## config.mk

```make
export PLATFORM = sky130hd
export DESIGN_NAME = tt_gpio_cfg_seq_flat
export DESIGN_NICKNAME = d
export VERILOG_FILES = /design/src/rtl/tt_gpio_cfg_seq_if.sv /design/src/rtl/tt_gpio_cfg_seq.sv /design/src/flat_wrapper.sv
export SDC_FILE = /design/constraint.sdc
export NUM_CORES = 2
export LEC_CHECK = 0
export BUFFER_PORTS_ARGS = -buffer_cell sky130_fd_sc_hd__buf_2
export CORE_MARGIN = 3
export CORE_UTILIZATION = 45
export CTS_BUF_LIST = sky130_fd_sc_hd__clkbuf_4
export CTS_CLUSTER_SIZE = 24
export DETAILED_ROUTE_END_ITERATION = 12
export PLACE_DENSITY_LB_ADDON = 0.3
export SLEW_MARGIN = 15
export SYNTH_ARGS = -nofsm -noshare
export SYNTH_HDL_FRONTEND = slang
export SYNTH_SLANG_ARGS = --single-unit
```

## constraint.sdc

```tcl
create_clock -name clk -period 51.7 [get_ports clk]
set_clock_uncertainty 0.05 [all_clocks]
set_input_delay 2.585 -clock clk [delete_from_list [all_inputs] [get_ports clk]]
set_output_delay 2.585 -clock clk [all_outputs]
set_load 0.02 [all_outputs]
```

## src/rtl/tt_gpio_cfg_seq_if.sv

```systemverilog
// Shadow-write channel of the GPIO configuration sequencer.
//   wr_valid : host write request (held by the host until wr_ready)
//   wr_ready : sequencer accepts the write on wr_valid && wr_ready
//   wr_addr  : target pad index (ignored when wr_all is set)
//   wr_all   : broadcast wr_data to every shadow entry
//   wr_data  : configuration word
// master = host side, slave = sequencer side.
interface tt_gpio_cfg_seq_if #(
  parameter int unsigned AW    = 6,
  parameter int unsigned CFG_W = 16
);
  logic             wr_valid;
  logic             wr_ready;
  logic [AW-1:0]    wr_addr;
  logic             wr_all;
  logic [CFG_W-1:0] wr_data;

  modport master (
    output wr_valid,
    output wr_addr,
    output wr_all,
    output wr_data,
    input  wr_ready
  );

  modport slave (
    input  wr_valid,
    input  wr_addr,
    input  wr_all,
    input  wr_data,
    output wr_ready
  );
endinterface

```

## src/rtl/tt_gpio_cfg_seq.sv

```systemverilog
// GPIO pad configuration sequencer.
// The host fills a shadow bank through the write channel; a commit copies the
// shadow bank into the active bank one pad per cycle (staggered so the pads
// do not all switch on the same edge). The active bank drives the pad cells.
//   clk        : sole clock, rising edge
//   rst        : asynchronous active-high reset (both banks -> DEFAULT_CONFIG)
//   wr         : shadow write channel (slave side)
//   commit     : start the shadow-to-active sweep (IDLE only)
//   revert     : reload the shadow bank from DEFAULT_CONFIG (IDLE only)
//   busy       : sweep in progress
//   done       : one-cycle pulse after the last pad is copied
//   err        : sticky, set by a write to a pad index >= N_PADS
//   rd_addr    : readback pad index
//   rd_data    : registered active config of rd_addr (0 when out of range)
//   cfg_active : per-pad active config, pad i at [CFG_W*i +: CFG_W]
module tt_gpio_cfg_seq #(
  parameter int unsigned N_PADS = 44,
  parameter int unsigned CFG_W  = 16,
  parameter logic [N_PADS*CFG_W-1:0] DEFAULT_CONFIG = {N_PADS{CFG_W'(1)}},
  localparam int unsigned AW = (N_PADS > 1) ? $clog2(N_PADS) : 1
) (
  input  logic                      clk,
  input  logic                      rst,
  tt_gpio_cfg_seq_if.slave          wr,
  input  logic                      commit,
  input  logic                      revert,
  output logic                      busy,
  output logic                      done,
  output logic                      err,
  input  logic [AW-1:0]             rd_addr,
  output logic [CFG_W-1:0]          rd_data,
  output logic [N_PADS*CFG_W-1:0]   cfg_active
);

  typedef enum logic [1:0] {
    S_IDLE   = 2'd0,
    S_COMMIT = 2'd1,
    S_DONE   = 2'd2
  } state_t;

  localparam logic [AW:0]   NPADS_W  = (AW+1)'(N_PADS);
  localparam logic [AW-1:0] LAST_IDX = AW'(N_PADS - 1);

  state_t           r_state;
  logic [AW-1:0]    r_idx;
  logic             r_busy;
  logic             r_done;
  logic             r_err;
  logic [CFG_W-1:0] r_rd_data;
  logic [CFG_W-1:0] r_shadow [N_PADS];
  logic [CFG_W-1:0] r_active [N_PADS];

  logic             w_wr_ready;
  logic             w_wr_fire;
  logic             w_wr_in_range;
  logic             w_rd_in_range;

  // Revert owns the shadow bank for its cycle, so writes are held off then.
  assign w_wr_ready    = (r_state == S_IDLE) && !revert;
  assign w_wr_fire     = wr.wr_valid && w_wr_ready;
  assign w_wr_in_range = ({1'b0, wr.wr_addr} < NPADS_W);
  assign w_rd_in_range = ({1'b0, rd_addr} < NPADS_W);

  assign wr.wr_ready = w_wr_ready;
  assign busy        = r_busy;
  assign done        = r_done;
  assign err         = r_err;
  assign rd_data     = r_rd_data;

  for (genvar g = 0; g < N_PADS; g++) begin : g_flat
    assign cfg_active[CFG_W*g +: CFG_W] = r_active[g];
  end

  always_ff @(posedge clk or posedge rst) begin
    if (rst) begin
      r_state   <= S_IDLE;
      r_idx     <= '0;
      r_busy    <= 1'b0;
      r_done    <= 1'b0;
      r_err     <= 1'b0;
      r_rd_data <= '0;
      for (int unsigned i = 0; i < N_PADS; i++) begin
        r_shadow[i] <= DEFAULT_CONFIG[CFG_W*i +: CFG_W];
        r_active[i] <= DEFAULT_CONFIG[CFG_W*i +: CFG_W];
      end
    end else begin
      r_done    <= 1'b0;
      r_rd_data <= w_rd_in_range ? r_active[rd_addr] : '0;

      case (r_state)
        S_IDLE: begin
          // Shadow is updated at the commit edge, so a coincident write or
          // revert is already in place when the sweep reads entry 0.
          if (revert) begin
            for (int unsigned i = 0; i < N_PADS; i++) begin
              r_shadow[i] <= DEFAULT_CONFIG[CFG_W*i +: CFG_W];
            end
          end else if (w_wr_fire) begin
            if (wr.wr_all) begin
              for (int unsigned i = 0; i < N_PADS; i++) begin
                r_shadow[i] <= wr.wr_data;
              end
            end else if (w_wr_in_range) begin
              r_shadow[wr.wr_addr] <= wr.wr_data;
            end else begin
              r_err <= 1'b1;
            end
          end

          if (commit) begin
            r_state <= S_COMMIT;
            r_idx   <= '0;
            r_busy  <= 1'b1;
          end
        end

        S_COMMIT: begin
          r_active[r_idx] <= r_shadow[r_idx];
          if (r_idx == LAST_IDX) begin
            r_state <= S_DONE;
            r_busy  <= 1'b0;
            r_done  <= 1'b1;
          end else begin
            r_idx <= r_idx + 1'b1;
          end
        end

        S_DONE: begin
          r_state <= S_IDLE;
        end

        default: begin
          r_state <= S_IDLE;
          r_busy  <= 1'b0;
        end
      endcase
    end
  end

endmodule

```

## src/flat_wrapper.sv

```systemverilog
// flat-port wrapper written by rule: the top's interface ports become plain ports
module tt_gpio_cfg_seq_flat 
#(
  parameter int unsigned N_PADS = 44,
  parameter int unsigned CFG_W  = 16,
  parameter logic [N_PADS*CFG_W-1:0] DEFAULT_CONFIG = {N_PADS{CFG_W'(1)}},
  localparam int unsigned AW = (N_PADS > 1) ? $clog2(N_PADS) : 1
)
  (clk, rst, commit, revert, busy, done, err, rd_addr, rd_data, cfg_active, wr_wr_valid, wr_wr_addr, wr_wr_all, wr_wr_data, wr_wr_ready);
  tt_gpio_cfg_seq_if #(.AW(6), .CFG_W(CFG_W)) wr_i ();
  input  logic clk;
  input  logic rst;
  input  logic commit;
  input  logic revert;
  output logic busy;
  output logic done;
  output logic err;
  input  logic [AW-1:0] rd_addr;
  output logic [CFG_W-1:0] rd_data;
  output logic [N_PADS*CFG_W-1:0] cfg_active;
  input wire logic [$bits(wr_i.wr_valid)-1:0] wr_wr_valid;
  input wire logic [$bits(wr_i.wr_addr)-1:0] wr_wr_addr;
  input wire logic [$bits(wr_i.wr_all)-1:0] wr_wr_all;
  input wire logic [$bits(wr_i.wr_data)-1:0] wr_wr_data;
  output wire logic [$bits(wr_i.wr_ready)-1:0] wr_wr_ready;
  assign wr_i.wr_valid = wr_wr_valid;
  assign wr_i.wr_addr = wr_wr_addr;
  assign wr_i.wr_all = wr_wr_all;
  assign wr_i.wr_data = wr_wr_data;
  assign wr_wr_ready = wr_i.wr_ready;
  tt_gpio_cfg_seq #(.N_PADS(N_PADS), .CFG_W(CFG_W), .DEFAULT_CONFIG(DEFAULT_CONFIG)) u_core (.clk(clk), .rst(rst), .wr(wr_i), .commit(commit), .revert(revert), .busy(busy), .done(done), .err(err), .rd_addr(rd_addr), .rd_data(rd_data), .cfg_active(cfg_active));
endmodule
```

After elaboration in Yosys (flattened, before gate mapping)
Index checks and enable logic that the tools add are counted.
W data, S select, Z words.

operators by class
  add/subtract/negate cells = 1
  magnitude comparators = 7
  equality and inequality tests = 6
  muxes and demuxes = 28
  bitwise logic cells = 7
  reduce and logical (&&, ||, !) cells = 14

operators with widths
  operator               count
  $mux W704              4
  $bwmux W704            2
  $bmux W16 S6           2
  $demux W16 S6          2
  $mux W16               7
  $ge A7 B7 Y1 const B   3
  $not A6 Y7             3
  $lt A7 B1 Y1 const B   2
  $lt A6 B6 Y1 const B   2
  $mux W6                2
  $pmux W6 S2            1
  $reduce_and A3 Y1      3
  $add A6 B1 Y6 const B  1
  $eq A6 B6 Y1 const B   1
  $reduce_and A5 Y1      1
  $logic_and A1 B1 Y1    4
  $mux W1                4
  $mux W2                2
  $ne A2 B2 Y1 const B   2
  $not A1 Y1             4
  $pmux W2 S2            1
  $reduce_bool A2 Y1     2
  $pmux W1 S3            1
  $reduce_bool A3 Y1     1
  6 further kinds        6

storage, ports and cells
  register bits = 1435
  input port bits = 34
  output and inout port bits = 724
  logic and storage cells = 157

Longest topological paths before layout
  depth in word-level cells = 10
  mapped depth = 11
  depth with buffers taken out = 5

Worst setup path before layout
Ideal clock, no wire load.

  path type = in2out
  start = input port revert
  end = output port wr_wr_ready
  arrival = 3.274 ns
  required time = 49.065 ns
  slack = 45.791 ns
  stages on the path = 2
  path buffers = 1
  cells stage by stage = clkbuf_1 nor3_1

on the way
  longest elaborated chain between the ends = 2

RTL lines
  what                 line                   source
  start: declaration   flat_wrapper.sv:14     input logic revert;
  $logic_not A1 Y1     tt_gpio_cfg_seq.sv:59  assign w_wr_ready = (r_state == S_IDLE) && !revert;
  $logic_and A1 B1 Y1  tt_gpio_cfg_seq.sv:59
  end: declaration     flat_wrapper.sv:25     output wire logic [$bits(wr_i.wr_ready)-1:0] wr_wr_ready;

No other way between the ends.

Worst setup path in the final report
Ends and elaborated chain as after synthesis.

==> flow_summary.json <==
{
  "synth_seq_cells": 1435,
  "report.power.total_w": 0.004798,
  "synth_xor_xnor_area_share": 0.0002633,
  "synth-simple-area-share": 0.1070,
  "critical_path.endpoint_type": "output pin",
  "sw_frac_of_total": 0.4378,
  "cts.repair.resized": 0,
  "arrival_ns": 3.33,
  "antenna_left": 0,
  "async_reset_ff_frac": 1.000,
  "seqCellArea_um2": 36030,
  "synth_common_cells": "sky130_fd_sc_hd__dfrtp_1 (1,347), sky130_fd_sc_hd__nand2_1 (1,072), sky130_fd_sc_hd__nor2_1 (505)",
  "cts_setup_buffers": 0,
  "syn_to_layout_area_delta_pct": 15.35,
  "cts_made_buffers": 390,
  "p_clk_frac": 0.215,
  "path_clk_slew_ns": 0.06,
  "drt_first_iter_violations": 7041,
  "core_area_um2": 146300,
  "combinational_family_with_the_most_area_after_synthesis": "multiplexers",
  "syn-instance-count": 5935,
  "synth_fp_nets": 5970,
  "share_of_the_clock_period_used_by_the_worst_path": 0.1153,
  "pre_cts_slack_ns": 45.59,
  "synth_warnings": 0,
  "placement.io_buffers": 757,
  "synth_area_um2": 66520,
  "dpl.hpwl_mm": 201.2,
  "totalWireLength_mm": 283.6,
  "gp_routability_congestion": 1.021,
  "io-pin-count": 758,
  "fin_crit_ns": 5.962,
  "first_global_vias": 53230,
  "drt_drc_violations_left": 0,
  "timing_worst_setup_path_type": "input pin to output pin",
  "internal_power_w": 0.002698,
  "cts_hold_buffers": 0,
  "crit_path_start_kind": "input pin",
  "final_hold_viol_count": 0,
  "grt_antenna_before_repair": 26,
  "yosysSeqAreaShare": 0.5415,
  "placedCellCount": 8265,
  "seq_power_share": 0.396,
  "cts_max_path_buffers": 4,
  "power.leakage_nw": 36.37,
  "critPathMaxFanout": 21,
  "irDropWorstVdd_uv": 29.88,
  "die-area_um2": 152500,
  "filler_cell_count": 13050,
  "ys_top_cells_by_area": "sky130_fd_sc_hd__dfrtp_1 (51%), sky130_fd_sc_hd__mux2_2 (7.6%), sky130_fd_sc_hd__mux4_2 (6.3%)",
  "chipHeight_um": 390.5,
  "chipWidth_um": 390.5,
  "fmaxAchievable_ghz": 0.1677,
  "power.combinational.fraction": 0.389,
  "whs_ns": 0.4210,
  "grt.total_usage": 0.3654,
  "synthAdderAreaFrac": 0.0001881,
  "yosys.cell_count.top_type": "sky130_fd_sc_hd__dfrtp_1",
  "clock_sink_count": 1435,
  "cts_htree_levels": 5,
  "wire_per_inst_um": 31.63,
  "grt_start_max_net_pins": 188,
  "num-nets-final": 6775,
  "firstDrtPassIters": 7,
  "tightest_slew_ns": 1.323,
  "synth_edf_count": 0,
  "number_of_max_cap_violations": 0,
  "synth_area_in_compound_gates": 0.1416,
  "cts_root_buf": "sky130_fd_sc_hd__clkbuf_4",
  "via_count": 55720,
  "rsz_0062_raised_after_global_routing": "no",
  "synth_mux_area_frac": 0.1709,
  "worst_slew_slack_as_a_fraction_of_its_limit": 0.1177,
  "synthDistinctLibCells": 89,
  "synthesis.area_per_instance_um2": 11.21,
  "via_per_inst": 6.214,
  "finalSetupViolCount": 0,
  "finalMaxSlewViolations": 0,
  "worst_skew_pair.late_latency_ns": 1.36,
  "area_of_combinational_cells_with_multiple_inputs_um2": 28190,
  "status": "finished, final reports clean",
  "hold_path.class": "flip-flop to flip-flop",
  "totalNegativeSetupSlack_ns": 0,
  "worstPathRequired_ns": 49.06,
  "setup_ws_ns": 45.74,
  "power.switching_w": 0.002101,
  "row_count": 140,
  "layout-drive-gt1-share": 0.3499,
  "grt-ovfl-total": 0,
  "tritoncts": "done",
  "floorplan.initialDensity": 0.4548,
  "synth_flop_cell": "sky130_fd_sc_hd__dfrtp_1",
  "fraction_of_synthesized_cell_area_taken_by_the_top_area_cell_type": 0.5067,
  "yosys.area.top_type": "sky130_fd_sc_hd__dfrtp_1",
  "power.density_nw_per_um2": 62.53,
  "grt_pass1_wl_mm": 400.5,
  "finish.cell_count_without_fillers": 8967
}
## final timing paths
path / start / end / slack, ns / depth (start not counted)
worst max-delay path: revert / wr_wr_ready / 45.74 / 3
min in group asynchronous: rst / u_core.cfg_active[639] / 1.35 / 2
worst max register to register: u_core.r_idx[0] / u_core.cfg_active[321] / 46.48 / 8
worst min register to register: u_core.r_shadow[316] / u_core.r_shadow[316] / 0.42 / 2
max in group asynchronous: rst / u_core.cfg_active[423] / 46.99 / 5
worst min-delay path: u_core.r_shadow[316] / u_core.r_shadow[316] / 0.42 / 2
## power groups by stage
stage	logic (W)	registers [W]	clock network (W)
finish	0.00187	0.00190	0.00103
floorplan	0.000986	0.00193	0
CTS	0.00184	0.00188	0.00104
global route	0.00196	0.00192	0.00111
detailed placement	0.00183	0.00190	0
global placement	0.00180	0.00188	0
## kinds of logic (layout without fill, tap and decap cells)
family	after synthesis	count (layout)
AND/OR/NAND/NOR	1743	1743
flip-flops	1435	1435
AO/OA/AOI/OAI	1405	1405
multiplexers	828	828
buffers and inverters	521	1613
XOR/XNOR	2	2
adder cells (fa/ha/maj)	1	1
other	0	23
## layout make-up
cell class | count | area share
Timing Repair Buffer | 927 | 0.06659
Clock inverter | 58 | 0.003310
Inverter | 7 | 0.0004403
Antenna cell | 23 | 0.0007501
Sequential cell | 1435 | 0.4696
Tap cell | 1917 | 0.03126
Clock buffer | 621 | 0.06076
Multi-Input combinational cell | 3979 | 0.3673
## registers in the layout (all words and copies together) (netlist names)
register	cells
u_core.busy	1
u_core.cfg_active	704
u_core.done	1
u_core.err	1
u_core.r_idx	6
u_core.r_shadow	704
u_core.r_state	2
u_core.rd_data	16
## routing by layer
layer  part of all wire  GRT usage
met1               0.37     0.4681
met2               0.44     0.5403
met3               0.11     0.1029
met4              0.076     0.2468
met5            0.00024          0
## layout by cell type (no fill, tap or decap), drive strengths merged, types with 9 or more instances in the layout
master and instances:
o31ai 437, buf 927, o2bb2ai 9, nand2 1073
or3 19, dfstp 88, a22oi 44, a221oi 55
clkbuf 621, dfrtp 1347, diode 23, o21ai 448
o22a 10, nand3b 9, nor2 525, mux4 193
a221o 31, nor2b 23, o221ai 21, o211ai 30
clkinv 54, a22o 17, mux2 455, nor3 25
a21oi 205, inv 10, mux2i 180, nand2b 21
o22ai 68
## stage by stage
| step | area [um^2] | utilization |
|---|---|---|
| finish | 76730 | 0.5246 |
| floorplan | 66520 | - |
| global placement | 71760 | 0.4906 |
| detailed placement | 71760 | 0.4906 |
| global route | 76700 | 0.5244 |
| CTS | 76670 | 0.5242 |
## critical path: stages
cell	delay, ns
sky130_fd_sc_hd__buf_2	0.22
sky130_fd_sc_hd__nor3_1	0.29
sky130_fd_sc_hd__buf_2	0.23
(Power assumes the default switching activity.)
